==> src/rtl/uart_rx_buffer.sv <==
// ---------------------------------------------------------------------------
// uart_rx_buffer
//   UART receive front-end. Recovers 8N1 frames from the asynchronous serial
//   line, pushes every good byte into a first-word-fall-through FIFO that the
//   CPU drains, and keeps sticky framing-error / overrun flags for software.
//
// Ports
//   clk_in     in   system clock, all state on the rising edge
//   sys_rstn   in   asynchronous active-low reset
//   uart_rxd   in   serial input, idle high, asynchronous to clk_in
//   divisor    in   clk_in cycles per bit; values below 4 behave as 4
//   rd_en      in   pop the FIFO head (ignored while empty)
//   rd_data    out  FIFO head byte (fall-through, valid while !empty)
//   empty      out  FIFO holds no bytes
//   full       out  FIFO holds 2**FIFO_AW bytes
//   count      out  number of bytes held
//   frame_err  out  sticky: a stop bit was sampled low
//   overrun    out  sticky: a good byte arrived while the FIFO was full
//   clr_err    in   clears both sticky flags (a same-cycle set wins)
//   irq        out  level interrupt, high while the FIFO is not empty
//   dbg_state  out  receiver FSM state (0 idle, 1 start, 2 data, 3 stop)
//
// Read handshake: empty acts as an inverted valid and rd_en as ready. A pop
// happens on any rising edge where rd_en is high and empty is low; rd_data
// shows the next entry from the following cycle. rd_en while empty is a
// no-op.
// ---------------------------------------------------------------------------
module uart_rx_buffer #(
    parameter int FIFO_AW = 3,
    parameter int DIV_W   = 16
) (
    input  logic               clk_in,
    input  logic               sys_rstn,
    input  logic               uart_rxd,
    input  logic [DIV_W-1:0]   divisor,
    input  logic               rd_en,
    output logic [7:0]         rd_data,
    output logic               empty,
    output logic               full,
    output logic [FIFO_AW:0]   count,
    output logic               frame_err,
    output logic               overrun,
    input  logic               clr_err,
    output logic               irq,
    output logic [1:0]         dbg_state
);

    localparam int DEPTH = 1 << FIFO_AW;

    typedef enum logic [1:0] {
        S_IDLE  = 2'd0,
        S_START = 2'd1,
        S_DATA  = 2'd2,
        S_STOP  = 2'd3
    } state_e;

    // -----------------------------------------------------------------------
    // Input synchronizer: both stages reset to the idle (high) line level so
    // that leaving reset never looks like a start edge.
    // -----------------------------------------------------------------------
    logic rx_meta_q;
    logic rxs_q;

    always_ff @(posedge clk_in or negedge sys_rstn) begin
        if (!sys_rstn) begin
            rx_meta_q <= 1'b1;
            rxs_q     <= 1'b1;
        end else begin
            rx_meta_q <= uart_rxd;
            rxs_q     <= rx_meta_q;
        end
    end

    // -----------------------------------------------------------------------
    // Receiver FSM and bit timer
    // -----------------------------------------------------------------------
    state_e           state_q, state_d;
    logic [DIV_W-1:0] cnt_q, cnt_d;
    logic [DIV_W-1:0] div_q, div_d;
    logic [2:0]       bit_idx_q, bit_idx_d;
    logic [7:0]       shift_q, shift_d;
    logic [DIV_W-1:0] div_eff;
    logic             tick;
    logic             push_req;
    logic             set_fe;

    assign div_eff = (divisor < DIV_W'(4)) ? DIV_W'(4) : divisor;
    assign tick    = (cnt_q == '0);

    always_ff @(posedge clk_in or negedge sys_rstn) begin
        if (!sys_rstn) begin
            state_q   <= S_IDLE;
            cnt_q     <= '0;
            div_q     <= DIV_W'(4);
            bit_idx_q <= 3'd0;
            shift_q   <= 8'h00;
        end else begin
            state_q   <= state_d;
            cnt_q     <= cnt_d;
            div_q     <= div_d;
            bit_idx_q <= bit_idx_d;
            shift_q   <= shift_d;
        end
    end

    always_comb begin
        state_d   = state_q;
        cnt_d     = cnt_q;
        div_d     = div_q;
        bit_idx_d = bit_idx_q;
        shift_d   = shift_q;
        push_req  = 1'b0;
        set_fe    = 1'b0;
        case (state_q)
            S_IDLE: begin
                // Divisor is latched here so a change mid-frame cannot skew
                // the bit timing. First tick lands in the middle of the start
                // bit.
                if (!rxs_q) begin
                    state_d = S_START;
                    div_d   = div_eff;
                    cnt_d   = (div_eff >> 1) - DIV_W'(1);
                end
            end
            S_START: begin
                if (tick) begin
                    if (!rxs_q) begin
                        state_d   = S_DATA;
                        cnt_d     = div_q - DIV_W'(1);
                        bit_idx_d = 3'd0;
                    end else begin
                        // Line went back high: treat it as a glitch.
                        state_d = S_IDLE;
                    end
                end else begin
                    cnt_d = cnt_q - DIV_W'(1);
                end
            end
            S_DATA: begin
                if (tick) begin
                    shift_d = {rxs_q, shift_q[7:1]};   // LSB first
                    cnt_d   = div_q - DIV_W'(1);
                    if (bit_idx_q == 3'd7) begin
                        state_d = S_STOP;
                    end else begin
                        bit_idx_d = bit_idx_q + 3'd1;
                    end
                end else begin
                    cnt_d = cnt_q - DIV_W'(1);
                end
            end
            S_STOP: begin
                if (tick) begin
                    if (rxs_q) begin
                        push_req = 1'b1;
                    end else begin
                        set_fe = 1'b1;
                    end
                    state_d = S_IDLE;
                end else begin
                    cnt_d = cnt_q - DIV_W'(1);
                end
            end
            default: state_d = S_IDLE;
        endcase
    end

    assign dbg_state = state_q;

    // -----------------------------------------------------------------------
    // FWFT FIFO
    // -----------------------------------------------------------------------
    logic [7:0]         mem_q [DEPTH];
    logic [FIFO_AW-1:0] wr_ptr_q, wr_ptr_d;
    logic [FIFO_AW-1:0] rd_ptr_q, rd_ptr_d;
    logic [FIFO_AW:0]   count_q, count_d;
    logic               push;
    logic               pop;
    logic               set_ov;

    assign empty = (count_q == '0);
    assign full  = (count_q == (FIFO_AW + 1)'(DEPTH));
    assign pop   = rd_en && !empty;
    // A same-cycle pop frees the slot, so a full FIFO still accepts the byte.
    assign push   = push_req && (!full || pop);
    assign set_ov = push_req && full && !pop;

    always_comb begin
        wr_ptr_d = wr_ptr_q;
        rd_ptr_d = rd_ptr_q;
        count_d  = count_q;
        if (push) begin
            wr_ptr_d = wr_ptr_q + FIFO_AW'(1);
        end
        if (pop) begin
            rd_ptr_d = rd_ptr_q + FIFO_AW'(1);
        end
        if (push && !pop) begin
            count_d = count_q + (FIFO_AW + 1)'(1);
        end else if (pop && !push) begin
            count_d = count_q - (FIFO_AW + 1)'(1);
        end
    end

    always_ff @(posedge clk_in or negedge sys_rstn) begin
        if (!sys_rstn) begin
            wr_ptr_q <= '0;
            rd_ptr_q <= '0;
            count_q  <= '0;
            for (int i = 0; i < DEPTH; i++) begin
                mem_q[i] <= 8'h00;
            end
        end else begin
            wr_ptr_q <= wr_ptr_d;
            rd_ptr_q <= rd_ptr_d;
            count_q  <= count_d;
            if (push) begin
                mem_q[wr_ptr_q] <= shift_q;
            end
        end
    end

    assign rd_data = mem_q[rd_ptr_q];
    assign count   = count_q;
    assign irq     = !empty;

    // -----------------------------------------------------------------------
    // Sticky error flags: a set in the same cycle as clr_err wins.
    // -----------------------------------------------------------------------
    logic frame_err_q, frame_err_d;
    logic overrun_q, overrun_d;

    assign frame_err_d = set_fe || (frame_err_q && !clr_err);
    assign overrun_d   = set_ov || (overrun_q && !clr_err);

    always_ff @(posedge clk_in or negedge sys_rstn) begin
        if (!sys_rstn) begin
            frame_err_q <= 1'b0;
            overrun_q   <= 1'b0;
        end else begin
            frame_err_q <= frame_err_d;
            overrun_q   <= overrun_d;
        end
    end

    assign frame_err = frame_err_q;
    assign overrun   = overrun_q;

endmodule
==> config.mk <==
export PLATFORM = sky130hd
export DESIGN_NAME = uart_rx_buffer
export DESIGN_NICKNAME = d
export VERILOG_FILES = /design/src/rtl/uart_rx_buffer.sv
export SDC_FILE = /design/constraint.sdc
export NUM_CORES = 1
export LEC_CHECK = 0
export ABC_AREA = 1
export CORE_MARGIN = 4
export CORE_UTILIZATION = 41
export CTS_CLUSTER_DIAMETER = 30
export DETAILED_ROUTE_END_ITERATION = 12
export PLACE_DENSITY = 0.63
export SYNTH_ARGS = -nofsm -noshare
export SYNTH_HDL_FRONTEND = slang
export SYNTH_SLANG_ARGS = --single-unit
==> constraint.sdc <==
create_clock -name clk_in -period 7.95 [get_ports clk_in]
set_input_delay 1.1925 -clock clk_in [delete_from_list [all_inputs] [get_ports clk_in]]
set_output_delay 1.1925 -clock clk_in [all_outputs]
set_load 0.03 [all_outputs]
==> impl_metrics.json <==
{
  "grt_pass1_wl_mm": 29.95,
  "core_mm2": 0.01612,
  "pin_count": 40,
  "globalRouteOverflowTotal": 0,
  "cts_setup_buffers": 0,
  "holdCritPathClass": "reg -> reg",
  "drtAntennaViolNets": 0,
  "drt_pre_antenna_iters": 5,
  "hold_buffers": 0,
  "worstMarginPinSlew_ns": 0.9826,
  "antenna_cells": 0,
  "synth_flop_cell": "dfrtp_1",
  "dieArea_mm2": 0.01884,
  "final_layout_size_suffix_gt1_frac": 0.04236,
  "tns_ns": 0,
  "wirelength_mm": 17.71,
  "synth-xor-area-share": 0.03451,
  "ctsResizeCount": 0,
  "setup_violations": 0,
  "grt_max_degree": 64,
  "drc_errors": 0,
  "synthAdderAreaFrac": 0.03214,
  "vdd_drop_max_uv": 186.8,
  "via_per_inst": 5.169,
  "grt_setup_unrepaired": "no",
  "grt_pass1_vias": 5956,
  "die_h_um": 137.3,
  "place_ws_ns": 3.886,
  "critPathArrivalTime_ns": 3.30,
  "utilization": 0.4922,
  "synth_area_mm2": 0.006852,
  "antenna_found_initial": 0,
  "syn_nets": 958,
  "hold_depth": 0,
  "synth_top_family_by_area": "simple AND/OR/NAND/NOR gates",
  "ys_types": 29,
  "gp_congestion": 0.9168,
  "ys_ff_latch": 123,
  "reg2reg_slack_ns": 4.56,
  "finClkSkew_ns": 0.01180,
  "initial_core_util": 0.4252,
  "start_kind": "register",
  "netlist_instances": 920,
  "clk_latency_ns": 0.42,
  "netlist_top_cells_area": "dfrtp_1, nand2_1, o21ai_0",
  "synthSimpleGateAreaFrac": 0.2679,
  "internal-power_w": 0.001642,
  "drt-initial-drc-count": 429,
  "power.switching_w": 0.001174,
  "num_rows": 46,
  "relSlewSlack": 0.3449,
  "path_class": "reg -> out",
  "leakage_nw": 3.616,
  "p_comb_frac": 0.415,
  "final_nets": 993,
  "syn_avg_cell_area_um2": 7.447,
  "reg2reg_depth": 16,
  "timing.hold.ws_ns": 0.3555,
  "cts_root_buffer": "clkbuf_16",
  "placed_cells": 1152,
  "cts.sinks": 123,
  "synthToLayoutAreaGrowth_pct": 15.78,
  "final_max_slew_viol_count": 0,
  "period_share": 0.5646,
  "synth_seq_area_share": 0.4498,
  "clkSlewWorstSetupHoldPaths_ns": 0.05,
  "maxCapViolations": 0,
  "critPathRequiredTime_ns": 6.76,
  "path_buf_inv": 2,
  "cp.depth": 6,
  "critPathTopFamily": "buffers and inverters",
  "layout.cells.non_filler": 1184,
  "synth_top_cell_area_share": 0.4383,
  "synth.area.mux_share": 0.001644,
  "clock.fmax_mhz": 222.8,
  "synth-compound-area-share": 0.1463,
  "p_per_area_mw_per_mm2": 355.0,
  "ctsLongestPathBuffers": 2,
  "chipWidth_um": 137.3,
  "p_clk_frac": 0.273,
  "cp-end-kind": "output pin",
  "hpwl_mm": 12.49,
  "swShare": 0.4170,
  "numCtsBuffers": 17,
  "path_max_fanout": 34,
  "htreeDepth": 4,
  "period_needed_ns": 4.489,
  "wl_per_cell_um": 14.96,
  "seqPwrFrac": 0.312,
  "fin_ws_ns": 3.461,
  "yosys.area.top_type": "dfrtp_1",
  "slowest_delay_ns": 0.99,
  "ys_async_sr_fraction": 1.000,
  "portBuffers": 39,
  "track_usage": 0.2019,
  "hold_viol": 0,
  "yosysWarnings": 0,
  "num-fill-cells": 1642,
  "synth-edff-count": 0,
  "cts_tree": "built",
  "vias": 6120,
  "critPathSlowestCell": "dfrtp_1",
  "crit_chain": "inv_1 -> o21ai_0 -> o22ai_1 -> nor2_1 -> a31oi_1 -> clkdlybuf4s50_1",
  "status": "completed"
}
-- layout make-up --
class	instances	area (um^2)	area share
flip-flops and latches	123	3082	0.3885
clock inverters	9	112.6	0.01420
clock buffers	23	478.0	0.06025
repair buffers	41	402.9	0.05079
inverters	75	281.5	0.03549
well taps	216	270.3	0.03407
multi-input cells	697	3306	0.4167
-- path summary, 6_finish.rpt --
check / startpoint / end
setup / recovery: rd_ptr_q[0]$_DFFE_PN0P_ / rd_data[6]
setup reg to reg: cnt_q[8]$_DFFE_PN0P_ / count[3]$_DFFE_PN0P_
max in group asynchronous: sys_rstn / mem_q[61]$_DFFE_PN0P_
hold reg to reg: rx_meta_q$_DFF_PN1_ / rxs_q$_DFF_PN1_
min in group asynchronous: sys_rstn / count[3]$_DFFE_PN0P_
hold / removal: rx_meta_q$_DFF_PN1_ / rxs_q$_DFF_PN1_
-- synth_stat cells (all sizes together) (10+ instances only) --
master  count
a21oi      18
clkbuf     15
o21ai     153
xor2       21
nand2     258
nor2      134
a31oi      10
dfrtp     120
nand3      50
inv        73
ha         16
-- power by group through the flow --
stage                     logic [W]  clock network (W)  registers (W)
after global placement      0.00115                  0       0.000885
final                       0.00117           0.000770       0.000878
after global routing        0.00132           0.000821       0.000898
after floorplan            0.000838                  0       0.000855
after CTS                   0.00117           0.000790       0.000877
after detailed placement    0.00116                  0       0.000885
-- per-layer routing --
layer,global-route usage,up-vias,routed length (um)
li1,-,3065,-
met1,0.2690,2859,8170
met2,0.3253,173,8358
met3,0.04821,23,912
met4,0.06430,0,266
met5,0,-,0
-- cell usage in the layout, fill, tap and decap left out, types with 2 or more instances in the layout --
| cell | synthesis | routed |
|---|---|---|
| buf_4 | 0 | 3 |
| nand2_1 | 258 | 258 |
| a31oi_1 | 10 | 10 |
| inv_1 | 73 | 73 |
| xor2_1 | 21 | 21 |
| xnor2_1 | 6 | 6 |
| dfrtp_1 | 120 | 120 |
| nand3_1 | 50 | 50 |
| clkbuf_8 | 0 | 3 |
| dfstp_2 | 3 | 3 |
| nor3_1 | 6 | 6 |
| nand4_1 | 6 | 6 |
| clkinv_2 | 0 | 2 |
| clkdlybuf4s50_1 | 0 | 38 |
| ha_1 | 16 | 16 |
| or2_2 | 3 | 3 |
| clkbuf_1 | 15 | 3 |
| a21oi_1 | 18 | 18 |
| clkinv_1 | 2 | 2 |
| o22ai_1 | 9 | 9 |
| clkinv_4 | 0 | 3 |
| o21ai_0 | 152 | 152 |
| bufinv_16 | 0 | 2 |
| clkbuf_16 | 0 | 17 |
| nor2_1 | 134 | 134 |
-- registers in the layout (all words and copies together) (netlist names), named ones only --
| signal | flops |
|---|---|
| frame_err | 1 |
| cnt_q | 16 |
| dbg_state | 1 |
| overrun | 1 |
| mem_q | 64 |
| rd_ptr_q | 3 |
| rxs_q | 1 |
| wr_ptr_q | 3 |
| rx_meta_q | 1 |
| shift_q | 8 |
| div_q | 16 |
| bit_idx_q | 3 |
| count | 4 |
-- per-stage QoR --
stage                     power (W)  cell area [um^2]
final                      0.002816              7933
after detailed placement   0.002049              7342
after global routing       0.003043              7933
after CTS                  0.002838              7933
after global placement     0.002039              7342
after floorplan            0.001693              6852
-- cell families after synthesis --
family | Yosys count
and+or+nand+nor | 459
AOI/OAI and AO/OA | 193
DFF | 123
buffers and inverters | 100
xor gates and xnor gates | 27
adders and majority gates | 17
muxes | 1
Note: power is estimated with default switching activity, not from simulation.
